### config.mk
export PLATFORM = sky130hd
export DESIGN_NAME = gray_counter_param
export DESIGN_NICKNAME = d
export VERILOG_FILES = /design/src/rtl/gray_cnt_pkg.sv /design/src/rtl/gray2bin.sv /design/src/rtl/gray_counter_param.sv
export SDC_FILE = /design/constraint.sdc
export NUM_CORES = 1
export LEC_CHECK = 0
export CAP_MARGIN = 40
export CORE_AREA = 2 2 39 41
export DETAILED_ROUTE_END_ITERATION = 8
export DIE_AREA = 0 0 41 43
export GPL_TIMING_DRIVEN = 0
export PLACE_DENSITY = 0.65
export SKIP_CTS_REPAIR_TIMING = 1
export SLEW_MARGIN = 20
export SYNTH_ARGS = -nofsm -noshare
export SYNTH_HDL_FRONTEND = slang
export SYNTH_SLANG_ARGS = --single-unit
export TNS_END_PERCENT = 100
### constraint.sdc
create_clock -name Clk -period 2.28 [get_ports Clk]
set_clock_uncertainty 0.1 [all_clocks]
set_input_delay 0.228 -clock Clk [delete_from_list [all_inputs] [get_ports Clk]]
set_output_delay 0.228 -clock Clk [all_outputs]
set_load 0.03 [all_outputs]
### src/rtl/gray_cnt_pkg.sv
// Shared constants and Gray/binary conversion helpers for the gray counter family.
// Helpers work on GRAY_MAX_W bits; callers zero-extend and truncate to their own width.
package gray_cnt_pkg;

    localparam logic DIR_UP   = 1'b1;
    localparam logic DIR_DOWN = 1'b0;

    localparam int GRAY_MAX_W = 32;

    function automatic logic [GRAY_MAX_W-1:0] bin2gray(input logic [GRAY_MAX_W-1:0] b);
        return b ^ (b >> 1);
    endfunction

    // Upper zero bits leave the low bits unaffected, so narrower codes convert correctly.
    function automatic logic [GRAY_MAX_W-1:0] gray2bin(input logic [GRAY_MAX_W-1:0] g);
        logic [GRAY_MAX_W-1:0] b;
        b[GRAY_MAX_W-1] = g[GRAY_MAX_W-1];
        for (int i = GRAY_MAX_W - 2; i >= 0; i--) begin
            b[i] = b[i+1] ^ g[i];
        end
        return b;
    endfunction

endpackage

### src/rtl/gray2bin.sv
// Combinational Gray-to-binary decoder: XOR prefix scan starting at the MSB.
module gray2bin #(
    parameter int WIDTH = 3
) (
    input  logic [WIDTH-1:0] gray,
    output logic [WIDTH-1:0] bin
);

    always_comb begin
        bin = '0;
        bin[WIDTH-1] = gray[WIDTH-1];
        for (int i = WIDTH - 2; i >= 0; i--) begin
            bin[i] = bin[i+1] ^ gray[i];
        end
    end

endmodule

### src/rtl/gray_counter_param.sv
// Parametrised up/down Gray counter with wrap/saturate, sticky flags and registered output.
// Define GRAY_CNT_LOAD_EN to add the Load_En/Load_Gray synchronous load path.
module gray_counter_param
    import gray_cnt_pkg::*;
#(
    parameter int WIDTH    = 3,
    parameter bit SATURATE = 1'b0
) (
    input  logic             Clk,
    input  logic             Reset_n,
    input  logic             Clear,
    input  logic             En,
    input  logic             Dir,
`ifdef GRAY_CNT_LOAD_EN
    input  logic             Load_En,
    input  logic [WIDTH-1:0] Load_Gray,
`endif
    output logic [WIDTH-1:0] Output,
    output logic             Overflow,
    output logic             Underflow,
    output logic             Tc
);

    localparam logic [WIDTH-1:0] BIN_MAX = '1;
    localparam logic [WIDTH-1:0] BIN_ONE = WIDTH'(1);

    logic [WIDTH-1:0] bin;
    logic [WIDTH-1:0] next_bin;
    logic [WIDTH-1:0] next_gray;
    logic             next_ovf;
    logic             next_udf;
    logic             next_tc;

`ifdef GRAY_CNT_LOAD_EN
    logic [WIDTH-1:0] load_bin;

    gray2bin #(.WIDTH(WIDTH)) u_load_dec (
        .gray (Load_Gray),
        .bin  (load_bin)
    );
`endif

    always_comb begin
        next_bin = bin;
        next_ovf = Overflow;
        next_udf = Underflow;
        next_tc  = 1'b0;
        if (Clear) begin
            next_bin = '0;
            next_ovf = 1'b0;
            next_udf = 1'b0;
`ifdef GRAY_CNT_LOAD_EN
        end else if (Load_En) begin
            next_bin = load_bin;
`endif
        end else if (En) begin
            if (Dir == DIR_UP) begin
                if (bin == BIN_MAX) begin
                    next_bin = SATURATE ? BIN_MAX : '0;
                    next_ovf = 1'b1;
                    next_tc  = 1'b1;
                end else begin
                    next_bin = bin + BIN_ONE;
                end
            end else begin
                if (bin == '0) begin
                    next_bin = SATURATE ? '0 : BIN_MAX;
                    next_udf = 1'b1;
                    next_tc  = 1'b1;
                end else begin
                    next_bin = bin - BIN_ONE;
                end
            end
        end
    end

    // Gray is derived from next_bin so Output is a clean register driving CDC consumers.
    assign next_gray = WIDTH'(bin2gray(GRAY_MAX_W'(next_bin)));

    always_ff @(posedge Clk or negedge Reset_n) begin
        if (!Reset_n) begin
            bin       <= '0;
            Output    <= '0;
            Overflow  <= 1'b0;
            Underflow <= 1'b0;
            Tc        <= 1'b0;
        end else begin
            bin       <= next_bin;
            Output    <= next_gray;
            Overflow  <= next_ovf;
            Underflow <= next_udf;
            Tc        <= next_tc;
        end
    end

endmodule
* Word-level counts from Yosys, hierarchy flattened
Index checks and enable logic that the tools add are counted.
Storage, ports and cells: register bits after elaboration 9, logic and storage cells 35, input port bits 5, output and inout port bits 6
Operators by class: bitwise gates (word level) 1, add/sub/neg operators 2, eq/ne operators 2, reduce and logical (&&, ||, !) cells 7, multiplexer cells 18
Operators by type and width (count):
- 2-to-1 mux 3 bit | 5
- 2-to-1 mux 1 bit | 13
- nonzero test 2 bit | 4
- AND reduction 3 bit | 2
- adder 3 x 1 -> 3 bit (second input constant) | 1
- == test 3 bit (second input constant) | 1
- logical NOT 3 bit | 1
- subtractor 3 x 1 -> 3 bit (second input constant) | 1
- XOR 3 x 2 -> 3 bit | 1
- inequality test 2 bit (second input constant) | 1

* Depth between registers and ports, before layout
Gate-level depths: netlist (run 1).
word-level depth 6, mapped depth 6, depth with buffers taken out 6

* Worst setup path before layout (run 1)
No wires, ideal clock.
path kind register to register, start point register bin[0], end point register Output[1], path slack 0.449 ns, stages on the path, launching flop included 7, arrival 1.598 ns, data required time 2.048 ns, cells stage by stage dfrtp_1 ha_1 ha_1 or2b_2 a221oi_2 nor2b_1 a2111oi_2
On the way: cells in the longest elaborated chain, start to end 6, elaborated cells on any way between the ends 10, classes of those cells add/sub: 2; eq/ne: 1; mux: 5; bitwise: 1; reduce/logical: 1
RTL lines:
- start, declared | line gray_counter_param.sv:27 | logic [WIDTH-1:0] bin;
- start signal, assigned | line gray_counter_param.sv:88 | bin <= next_bin;
- subtractor 3 x 1 -> 3 bit (tied with other cells) | line gray_counter_param.sv:71 | next_bin = bin - BIN_ONE;
- 2-to-1 mux 3 bit, on equally long branches | line gray_counter_param.sv:66, gray_counter_param.sv:58
- 2-to-1 mux 3 bit * | line gray_counter_param.sv:57 | if (Dir == DIR_UP) begin
- 2-to-1 mux 3 bit * | line gray_counter_param.sv:56 | end else if (En) begin
- 2-to-1 mux 3 bit * | line gray_counter_param.sv:48 | if (Clear) begin
- XOR 3 x 2 -> 3 bit * | line gray_cnt_pkg.sv:11 | return b ^ (b >> 1);
- named net next_gray[1] | line gray_counter_param.sv:29 | logic [WIDTH-1:0] next_gray;
- end signal, assigned | line gray_counter_param.sv:89 | Output <= next_gray;
- end, declared | line gray_counter_param.sv:18 | output logic [WIDTH-1:0] Output,
Mark *: on every way through the listed nets, which the timed path passes. The rest lies on a longest branch. A chain may end at the register's enable or synchronous reset.

* Final worst setup path (run 1)
Ends and elaborated chain as after synthesis.

==> impl_metrics.ini, run 1 <==
[clock_network]
cts_tree = built
clockRootBuffer = clkbuf_4
clk_pin_slew_ns = 0.06
clockBufferDepth = 2
htree_levels = 1
numClockSinks = 8
cts_buffers = 3
clock_latency_ns = 0.26

[sta]
setup-tns-final_ns = 0
tightest_slew_ns = 0.379
max_freq_ghz = 0.503
drv_slew = 0
whs_ns = 0.150
relSlewSlack_pct = 74.7
setup_violations = 0
rsz0062_at_grt = no
hold_violations = 0
post-route-min-period_ns = 1.99
period_share_pct = 87.3

[worst_setup_path]
r2r_setup_slack_ns = 0.29
critPathRequiredTime_ns = 2.32
cp.arrival_ns = 2.03
r2r_start = bin[0]$_DFF_PN0_
startpoint_type = flip-flop
worstReg2RegEnd = Output[1]$_DFF_PN0_
reg2reg_depth = 6
cp-end-kind = flip-flop
critPathKind = flip-flop to flip-flop
critical_path_peak_fanout = 4

[die]
die_x_um = 41
dieArea_sq_mm = 0.00176
initial_utilization_pct = 35.6
core_area_sq_mm = 0.00138
io_pins = 11
rows = 14
die_h_um = 43

[synth]
synth-edff-count = 0
synthTopCellsByArea = dfrtp_1 (41%), ha_1 (10%), nor3b_2 (5.1%)
synthArstFlopShare_pct = 100
synth_ff_type = dfrtp_1
ys_seq_area_share_pct = 40.6
avgSynthCellArea_sq_um = 10.3
synth_top_cell_area_share_pct = 40.6
netlist_area_sq_um = 493
postSynthCellCount = 48
yosysUniqueCellTypes = 26
syn_nets = 57
synth_top_area_cell = dfrtp_1
yosys_warnings = 0
ys_ff_latch = 8

[global_route]
grt_pass1_wl_mm = 1.64
antenna_found_initial = 0
grt_max_degree = 10
gr-total-overflow = 0
groute.usage.overall_pct = 14.3
grt_pass1_vias = 383

[finish]
final_nets = 70
drive_above_1_share_pct = 22.0
multi_input_area_sq_um = 264
fillers = 154
fin_util_pct = 44.5
layout_common_cells = dfrtp_1 (8), clkdlybuf4s50_1 (8), nor2_1 (5), a21oi_1 (4), ha_1 (4)
area_growth_pct = 24.9
seqCellArea_sq_um = 200
antennaDiodeCount = 0

[detailed_routing]
drtAntennaViolNets = 0
routed_via_density = 5.12
drt-wirelength-per-cell_um = 12.7
first_pass_iters = 4
wl_um = 953
vias = 384
remaining_drc_errors = 0
dr.first_iter.drc_count = 3

[power]
p_per_area_mw_per_mm2 = 630
p_total_uw = 388
leakagePower_uw = 0.000270
peakVddDrop_mv = 0.254

[worst_hold_path]
min-delay-path-class = input port to asynchronous set/reset pin

[placed_design]
io_buffers = 8
place.gp.congestion = 0.708
dp_hpwl_um = 735

[flow_run]
cap_violations = 0

[status]
status = complete, no violations
==> through the flow <==
stage,setup WS [ns],area [sq um],cells
after CTS,0.273,616,75
after floorplan,0.449,493,48
after detailed placement,0.279,593,72
after global routing,0.173,616,75
final,0.290,616,75
after global placement,0.314,593,72
==> logic make-up after synthesis <==
logic type | synth area share, %
adder cells (fa/ha/maj) | 10.2
XOR/XNOR | 1.78
AO/OA/AOI/OAI | 22.8
buffers and inverters | 5.84
AND/OR/NAND/NOR | 18.8
flip-flops | 40.6
==> state kept, by name, summed over array words and instances (netlist names) <==
signal / cells
bin: 2
Underflow: 1
Tc: 1
Overflow: 1
Output: 3
==> layout make-up <==
| cell class | count | share of cell area [%] |
|---|---|---|
| buffer | 3 | 2.85 |
| multi-input combinational | 34 | 42.9 |
| sequential | 8 | 32.5 |
| inverter | 3 | 1.83 |
| tap | 16 | 3.25 |
| clock buffer | 3 | 3.66 |
| timing repair buffer | 8 | 13.0 |
==> per-layer routing <==
layer	wire length, um	GRT usage, %
met5	0	0
met4	25	8.00
met3	33	6.28
met2	483	20.3
met1	410	17.1
==> Yosys cell counts, types with 2 or more instances <==
cell type / number
or3_1: 2
inv_1: 3
dfrtp_1: 8
nor2_1: 5
ha_1: 4
nor3b_2: 2
nor2b_1: 2
a21oi_1: 4
==> how the worst max path moves through the flow <==
stage / from / end / slack (ns) / cells past startpoint
finish: bin[0]$_DFF_PN0_ / Output[1]$_DFF_PN0_ / 0.29 / 6
CTS: bin[0]$_DFF_PN0_ / Output[1]$_DFF_PN0_ / 0.27 / 6
detailed placement: bin[0]$_DFF_PN0_ / Output[1]$_DFF_PN0_ / 0.28 / 6
global placement: bin[0]$_DFF_PN0_ / Output[1]$_DFF_PN0_ / 0.31 / 6
global route: bin[0]$_DFF_PN0_ / Output[0]$_DFF_PN0_ / 0.17 / 6
floorplan: bin[0]$_DFF_PN0_ / Output[1]$_DFF_PN0_ / 0.45 / 6
==> report_power, final <==
group	total (uW)	switching, uW	internal [uW]
logic	111	59.8	51.6
registers	161	8.52	153
clock network	116	54.8	60.7
==> critical path: stages, from the launching register on <==
cell and delay [ns]:
dfrtp_1 0.41, ha_1 0.21, ha_1 0.22, or2b_2 0.32, a221oi_2 0.33, nor2b_1 0.20, a2111oi_2 0.06
Note: power is estimated with default switching activity, not from simulation.
==> run 2: changes to the inputs <==
SLEW_MARGIN = 30   (was 20)
==> results of run 2 <==
The final DEF is identical to that of run 1; final timing and power are the same.
